==> src/rtl/regfile_arb_pkg.sv <==
// Shared types and constants for the register-array arbiter.
package regfile_arb_pkg;

   // Sequencer states for the array owner.
   typedef enum logic [1:0] {
      INIT  = 2'd0,
      IDLE  = 2'd1,
      SWEEP = 2'd2
   } state_t;

   // Round-robin pointer values: which requester wins the next tie.
   localparam logic SEL_A = 1'b0;
   localparam logic SEL_B = 1'b1;

endpackage

==> src/rtl/rr_arb2.sv <==
// Two-input round-robin arbiter. gnt[0] is requester A, gnt[1] is requester B.
module rr_arb2
   import regfile_arb_pkg::*;
(
   input  logic       clk,
   input  logic       reset,
   input  logic       en,
   input  logic [1:0] req,
   output logic [1:0] gnt
);

   logic ptr_q;

   // One-hot grant: a lone request always wins, a tie goes to the pointer side.
   always_comb begin
      gnt = 2'b00;
      if (en) begin
         case (req)
            2'b01:   gnt = 2'b01;
            2'b10:   gnt = 2'b10;
            2'b11:   gnt = (ptr_q == SEL_A) ? 2'b01 : 2'b10;
            default: gnt = 2'b00;
         endcase
      end
   end

   // Pointer moves away from whichever side was just served.
   always_ff @(posedge clk) begin
      if (reset)
         ptr_q <= SEL_A;
      else if (gnt[0])
         ptr_q <= SEL_B;
      else if (gnt[1])
         ptr_q <= SEL_A;
   end

endmodule

==> src/rtl/regfile_arbiter.sv <==
// Register array shared by two requesters, with post-reset init and a
// whole-array increment sweep.
//
//   state | meaning
//   ------+-----------------------------------------------------------
//   INIT  | writing mem[cnt] = cnt, one word per cycle, after reset
//   IDLE  | serving A/B accesses through the round-robin arbiter
//   SWEEP | mem[cnt] += 1 one word per cycle; all requests stall
module regfile_arbiter
   import regfile_arb_pkg::*;
#(
   parameter int WIDTH = 4,
   parameter int DEPTH = 8,
   parameter int ABITS = 3
) (
   input  logic             clk,
   input  logic             reset,
   input  logic             a_req,
   input  logic             a_we,
   input  logic [ABITS-1:0] a_addr,
   input  logic [WIDTH-1:0] a_wdata,
   output logic             a_gnt,
   output logic             a_rvalid,
   input  logic             b_req,
   input  logic             b_we,
   input  logic [ABITS-1:0] b_addr,
   input  logic [WIDTH-1:0] b_wdata,
   output logic             b_gnt,
   output logic             b_rvalid,
   output logic [WIDTH-1:0] rdata,
   input  logic             inc_all,
   output logic             busy
);

   state_t           state_q, state_d;
   logic [ABITS-1:0] cnt_q;
   logic [WIDTH-1:0] mem [DEPTH];
   logic             arb_en, init_we, sweep_we, cnt_last;
   logic [1:0]       gnt;
   logic             sel_we, sel_in_range;
   logic [ABITS-1:0] sel_addr;
   logic [WIDTH-1:0] sel_wdata;
   logic             rv_a_q, rv_b_q;
   logic [WIDTH-1:0] rdata_q;

   assign cnt_last = (cnt_q == ABITS'(DEPTH - 1));

   // State register.
   always_ff @(posedge clk) begin
      if (reset)
         state_q <= INIT;
      else
         state_q <= state_d;
   end

   // Next state: INIT and SWEEP each walk the array once; inc_all wins in IDLE.
   always_comb begin
      state_d = state_q;
      case (state_q)
         INIT:    if (cnt_last) state_d = IDLE;
         IDLE:    if (inc_all)  state_d = SWEEP;
         SWEEP:   if (cnt_last) state_d = IDLE;
         default: state_d = INIT;
      endcase
   end

   // FSM outputs; reset forces the busy/no-grant view combinationally.
   always_comb begin
      busy     = 1'b1;
      arb_en   = 1'b0;
      init_we  = 1'b0;
      sweep_we = 1'b0;
      if (!reset) begin
         case (state_q)
            INIT:    init_we = 1'b1;
            IDLE: begin
               busy   = 1'b0;
               arb_en = !inc_all;
            end
            SWEEP:   sweep_we = 1'b1;
            default: busy = 1'b1;
         endcase
      end
   end

   // Word counter for INIT and SWEEP; parked at zero otherwise.
   always_ff @(posedge clk) begin
      if (reset)
         cnt_q <= '0;
      else if ((init_we || sweep_we) && !cnt_last)
         cnt_q <= cnt_q + 1'b1;
      else
         cnt_q <= '0;
   end

   rr_arb2 u_arb (
      .clk   (clk),
      .reset (reset),
      .en    (arb_en),
      .req   ({b_req, a_req}),
      .gnt   (gnt)
   );

   // Route the granted requester's access fields to the array.
   always_comb begin
      sel_we       = gnt[1] ? b_we    : a_we;
      sel_addr     = gnt[1] ? b_addr  : a_addr;
      sel_wdata    = gnt[1] ? b_wdata : a_wdata;
      sel_in_range = (int'(sel_addr) < DEPTH);
   end

   // Array writes: sequencer has the port in INIT/SWEEP, clients in IDLE.
   always_ff @(posedge clk) begin
      if (!reset) begin
         if (init_we)
            mem[cnt_q] <= WIDTH'(cnt_q);
         else if (sweep_we)
            mem[cnt_q] <= mem[cnt_q] + 1'b1;
         else if ((|gnt) && sel_we && sel_in_range)
            mem[sel_addr] <= sel_wdata;
      end
   end

   // Read register: one-cycle latency, holds until the next read.
   always_ff @(posedge clk) begin
      if (reset) begin
         rv_a_q  <= 1'b0;
         rv_b_q  <= 1'b0;
         rdata_q <= '0;
      end else begin
         rv_a_q <= gnt[0] && !sel_we;
         rv_b_q <= gnt[1] && !sel_we;
         if ((|gnt) && !sel_we)
            rdata_q <= sel_in_range ? mem[sel_addr] : '0;
      end
   end

   assign a_gnt    = gnt[0];
   assign b_gnt    = gnt[1];
   assign a_rvalid = rv_a_q && !reset;
   assign b_rvalid = rv_b_q && !reset;
   assign rdata    = reset ? '0 : rdata_q;

endmodule
==> config.mk <==
export PLATFORM = sky130hd
export DESIGN_NAME = regfile_arbiter
export DESIGN_NICKNAME = d
export VERILOG_FILES = /design/src/rtl/regfile_arb_pkg.sv /design/src/rtl/rr_arb2.sv /design/src/rtl/regfile_arbiter.sv
export SDC_FILE = /design/constraint.sdc
export NUM_CORES = 1
export LEC_CHECK = 0
export ABC_AREA = 1
export BUFFER_PORTS_ARGS = -buffer_cell sky130_fd_sc_hd__buf_4
export CORE_MARGIN = 2
export CORE_UTILIZATION = 59
export CTS_BUF_LIST = sky130_fd_sc_hd__clkbuf_8
export CTS_CLUSTER_DIAMETER = 150
export DETAILED_ROUTE_END_ITERATION = 8
export GPL_ROUTABILITY_DRIVEN = 0
export PLACE_DENSITY = 0.81
export SLEW_MARGIN = 30
export SYNTH_ARGS = -nofsm -noshare
export SYNTH_HDL_FRONTEND = slang
export SYNTH_SLANG_ARGS = --single-unit
==> constraint.sdc <==
create_clock -name clk -period 4.7 [get_ports clk]
set_input_delay 0.705 -clock clk [delete_from_list [all_inputs] [get_ports clk]]
set_output_delay 0.705 -clock clk [all_outputs]
set_load 0.05 [all_outputs]
After elaboration in Yosys (flattened, before gate mapping) --
Memory sizes are Yosys's and may differ from the RTL's. A register that Yosys moved wholly into a read port is not among the register bits. Cells that the tools add are included. Widths: inputs -> output; s select.
Storage, ports and cells: memories 1, latch bits 0, RAM bits 32, ROM bits 0, bits of input ports 21, flip-flop bits (word level) 8, word-level logic and storage cells 74, output and inout bits 9
Memory list:
- mem | depth 8, bits a word 4, read ports 2, clocked after memory_dff 2, wr ports 1, RTL line regfile_arbiter.sv:37 | logic [WIDTH-1:0] mem [DEPTH];
Operators by class: muxes and demuxes 37, bitwise gates (word level) 2, equality and inequality tests 8, div/mod/pow operators 0, shifts and indexed selects 0, reduce and logical (&&, ||, !) cells 19, $lt $le $gt $ge 0, $mul 0, add/subtract/negate cells 2
Operators by type and width (number):
- $mux 1 | 24
- $mux 4 | 4
- $mux 3 | 3
- $mux 2 | 4
- $logic_and 1x1->1 | 7
- $eq 2x2->1 const B | 3
- $pmux 2 s3 | 1
- $reduce_or 2->1 | 3
- $add 4x1->4 const B | 1
- $eq 2x1->1 const B | 2
- $logic_not 1->1 | 4
- $pmux 2 s2 | 1
- $reduce_or 4->1 | 1
- $add 3x1->3 const B | 1
- $eq 3x3->1 const B | 1
- $logic_not 2->1 | 1
- $ne 2x1->1 const B | 1
- $ne 2x2->1 const B | 1
- $reduce_and 2->1 | 1
- $reduce_bool 2->1 | 1
- $logic_or 1x1->1 | 1
- $not 1->1 | 1
- $or 1x1->1 | 1

Longest topological paths before layout --
depth in word-level cells 13, depth in mapped cells 14, depth with buffers taken out 12

By module --
A second synthesis with hierarchy kept.
Second synthesis, totals: cell total of the unflattened synthesis 343, area, all modules 2588.7 um^2
Modules (own cells, without submodules):
- regfile_arbiter | sequential area each 1181.1 um^2, times used 1, area an instance 2522.4 um^2, cells an instance 332
- rr_arb2 | sequential area each 20.0 um^2, times used 1, area an instance 66.3 um^2, cells an instance 11

Worst setup path before layout --
No wires, ideal clock.
path kind input -> register, start point input port reset, end point memory mem[0][0] (enable), data required time 4371 ps, path buffers 2, stages on the path 13, setup slack 2050 ps, setup time 329 ps, arrival 2321 ps, path through buf_6 -> clkinv_4 -> nand3_4 -> nor2_4 -> inv_2 -> nor2_8 -> nor2_4 -> nor2_8 -> buf_12 -> nand2_4 -> o21ai_4 -> nand2_2 -> nor2_1
Between the ends: word-level cells in the longest chain between the ends 11, elaborated cells on any way between the ends 24, those cells by class mux: 20; bitwise: 1; reduce/logical: 3
RTL lines:
- from (decl) | RTL line regfile_arbiter.sv:17 | input logic reset,
- $mux 1 (*) | RTL line regfile_arbiter.sv:73 | if (!reset) begin
- $mux 2 (*) | RTL line rr_arb2.sv:17 | if (en) begin
- named net a_gnt | RTL line regfile_arbiter.sv:22 | output logic a_gnt,
- $reduce_or 2->1 (*) | RTL line regfile_arbiter.sv:119 | else if ((|gnt) && sel_we && sel_in_range)
- $logic_and 1x1->1 (*) | RTL line regfile_arbiter.sv:119
- $mux 1 (*) | RTL line regfile_arbiter.sv:119
- $mux 1 (*) | RTL line regfile_arbiter.sv:117 | else if (sweep_we)
- $mux 1 (*) | RTL line regfile_arbiter.sv:115 | if (init_we)
- $mux 1 (*) | RTL line regfile_arbiter.sv:114 | if (!reset) begin
- $mux 1 (implied by the code) (*) | RTL line regfile_arbiter.sv:120 | mem[sel_addr] <= sel_wdata;
- $reduce_or 4->1 (no line)
- $mux 3 (no line) / $mux 1 (equally long branches)
- to (decl) | RTL line regfile_arbiter.sv:37
The timed path passes the listed nets; every way through them passes the cells marked *.

==> results.json <==
{
  "status": "finished clean",
  "synthesis.nets": 351,
  "core_um2": 4380,
  "area_growth_pct": 12.3,
  "firstDrtPassIters": 5,
  "grt_max_degree": 23,
  "cts_max_level": 2,
  "critPathMaxFanout": 22,
  "period_share_pct": 57.5,
  "synth_seq_area_share_pct": 44.6,
  "critPathSlowestCell": "dfxtp_1",
  "drv_cap": 0,
  "power_density_nw_per_um2": 286,
  "r2r_end": "mem[3][2]",
  "power_frac_comb_pct": 14.8,
  "ff2ff_path_depth": 11,
  "synth_edf_count": 32,
  "hp-start": "u_arb.ptr_q",
  "final.setup_skew_ps": 10.9,
  "avgSynthCellArea_um2": 8.23,
  "reg2reg_slack_ps": 2000,
  "power_w": 0.000866,
  "clock-sinks": 44,
  "synth_common_cells": "nand2_1, inv_1, nand3_1",
  "relSlewSlack_pct": 39.8,
  "gr-total-overflow": 0,
  "cts_buffers": 5,
  "swShare_pct": 26.8,
  "drive_gt1_share_pct": 20.0,
  "min_path_cells": 2,
  "drv_slew": 0,
  "ys.flop_type": "edfxtp_1",
  "dp_hpwl_um": 4510,
  "num_rows": 24,
  "fp.dieArea_um2": 5120,
  "r2r_start": "cnt_q[0]",
  "wire_per_inst_um": 15.1,
  "p_leak_nw": 1.38,
  "io_pins": 30,
  "worstSetupStartpointType": "flop",
  "synthCells": 327,
  "antenna_cells": 0,
  "drt-total-wl_um": 6140,
  "clock-root-buffer": "clkbuf_8",
  "drt_first_iter_violations": 201,
  "power_switching_w": 0.000232,
  "drtAntennaViolNets": 0,
  "yosysUniqueCellTypes": 34,
  "post_cts_resize_count": 0,
  "cts-hold-fix-buffers": 0,
  "via_per_inst": 5.52,
  "max_stage_delay_ps": 780,
  "hold_end": "u_arb.ptr_q",
  "synth_area_um2": 2690,
  "fmax_ghz": 0.370,
  "synth.most_common_cell": "nand2_1",
  "synth_top_cells_by_area": "edfxtp_1, nand2_1, nand3_1",
  "layout.nets": 378,
  "setup_violations": 0,
  "start_util_pct": 61.4,
  "crit_arrival_ps": 2780,
  "rsz0062_at_grt": "false",
  "die_w_um": 71.6,
  "post-cts-setup-buffers": 0,
  "min_period_ps": 2700,
  "clkPwrFrac_pct": 34.3,
  "drcViolationCount": 0,
  "grt_pass1_wl_um": 10100,
  "power_frac_seq_pct": 50.9,
  "cp_cell_sequence": "buf_4, a21oi_1, o21ai_0, nand3_1, o21ai_0, inv_1, ha_1, or2_2, nand3_1, nand2_1, nand2_1",
  "worst_setup_hold_path_clk_slew_ps": 90,
  "tritoncts": "built",
  "synth_top_area_share_pct": 35.7,
  "die_h_um": 71.6,
  "fin_tns_setup_ps": 0,
  "grt_pass1_vias": 2086,
  "cp.required_ps": 4780,
  "clock_path_buffers": 2,
  "ys_ff_latch": 44,
  "port_buffers": 29,
  "grt_antenna_before_repair": 0,
  "hp-class": "reg -> reg",
  "worstSkewPairLatency_ps": 310,
  "ir_drop_v": 0.000210,
  "yosysWarnings": 0,
  "internal_power_w": 0.000634,
  "grt_use_total_pct": 25.7,
  "synthArstFlopShare_pct": 0,
  "worst_setup_path_end_kind": "flop",
  "synth_top_cell_by_area": "edfxtp_1",
  "critPathKind": "reg -> reg",
  "worst_pin_slew_ps": 894,
  "vias": 2248,
  "hold_violations": 0
}
-- sequential cells by signal, indices dropped and copies added (netlist names) --
signal,count
state_q,2
rv_b_q,1
rdata_q,4
cnt_q,3
mem,32
u_arb.ptr_q,1
rv_a_q,1
-- layout make-up --
cell class                 instances  area, um2
inverter                          61        239
fill                             350       1360
clock buffer                       5       68.8
sequential                        44       1200
clock inverter                     3       42.5
tap                               52       65.1
timing repair buffer              30        225
multi-input combinational        212       1180
-- metrics by stage --
| stage | setup slack [ps] | util, % | cells | cell area, um2 | hold WS, ps |
|---|---|---|---|---|---|
| after global routing | 1800 | 69.0 | 407 | 3020 | 518 |
| after floorplan | 2050 | - | 327 | 2690 | 442 |
| final | 2000 | 69.0 | 407 | 3020 | 479 |
| after global placement | 1890 | 66.4 | 399 | 2910 | 472 |
| after CTS | 1970 | 69.0 | 407 | 3020 | 482 |
| after detailed placement | 1860 | 66.4 | 399 | 2910 | 469 |
-- cell families after synthesis --
group / after synthesis / synth area share, %
fa+ha+maj: 3 / 1.39
simple gates: 164 / 30.9
flops: 44 / 44.6
compound gates: 45 / 11.6
buf+inv: 71 / 11.5
-- cells in the final DEF (no fill, tap or decap), types with 6 or more instances in the layout --
cell and count:
a21oi_1 11, inv_1 55, nand3_1 49, nand2_2 6, o211ai_1 10, edfxtp_1 32
nor2_1 21, nand2_1 66, dfxtp_1 12, nand3b_1 6, o21ai_0 15, buf_4 30
-- per-layer routing --
| metal | global-route usage, % | share of wire [%] | vias to the layer above |
|---|---|---|---|
| met2 | 39.2 | 45 | 117 |
| met1 | 37.2 | 44 | 998 |
| met4 | 8.18 | 1.9 | 0 |
| li1 | - | - | 1120 |
| met5 | 0 | 0 | - |
| met3 | 4.92 | 9.2 | 13 |
-- worst max path at each step --
| stage | slack (ps) | cells after the start | end | start |
|---|---|---|---|---|
| after floorplan | 2050 | 13 | mem[0][0] | reset |
| after global placement | 1890 | 10 | mem[7][2] | a_req |
| after detailed placement | 1860 | 10 | mem[7][2] | a_req |
| after CTS | 1970 | 11 | mem[2][2] | cnt_q[0] |
| after global routing | 1800 | 7 | mem[1][0] | cnt_q[0] |
| final | 2000 | 11 | mem[3][2] | cnt_q[0] |
-- worst max-delay path: cells and delay by family (launching register included) --
kind,cells,cell delay [ps]
AOI/OAI and AO/OA,3,300
adders and majority gates,1,210
DFF,1,780
buffers and inverters,2,400
and+or+nand+nor,5,790
-- power by group through the flow --
stage,logic (W),clock network (W),registers (W)
2_1_floorplan,0.0000944,0,0.000441
3_3_place_gp,0.000123,0,0.000448
3_5_place_dp,0.000126,0,0.000449
4_1_cts,0.000127,0.000301,0.000440
5_1_grt,0.000146,0.000312,0.000442
6_report,0.000129,0.000297,0.000441
Power figures use the tool's default switching activity.
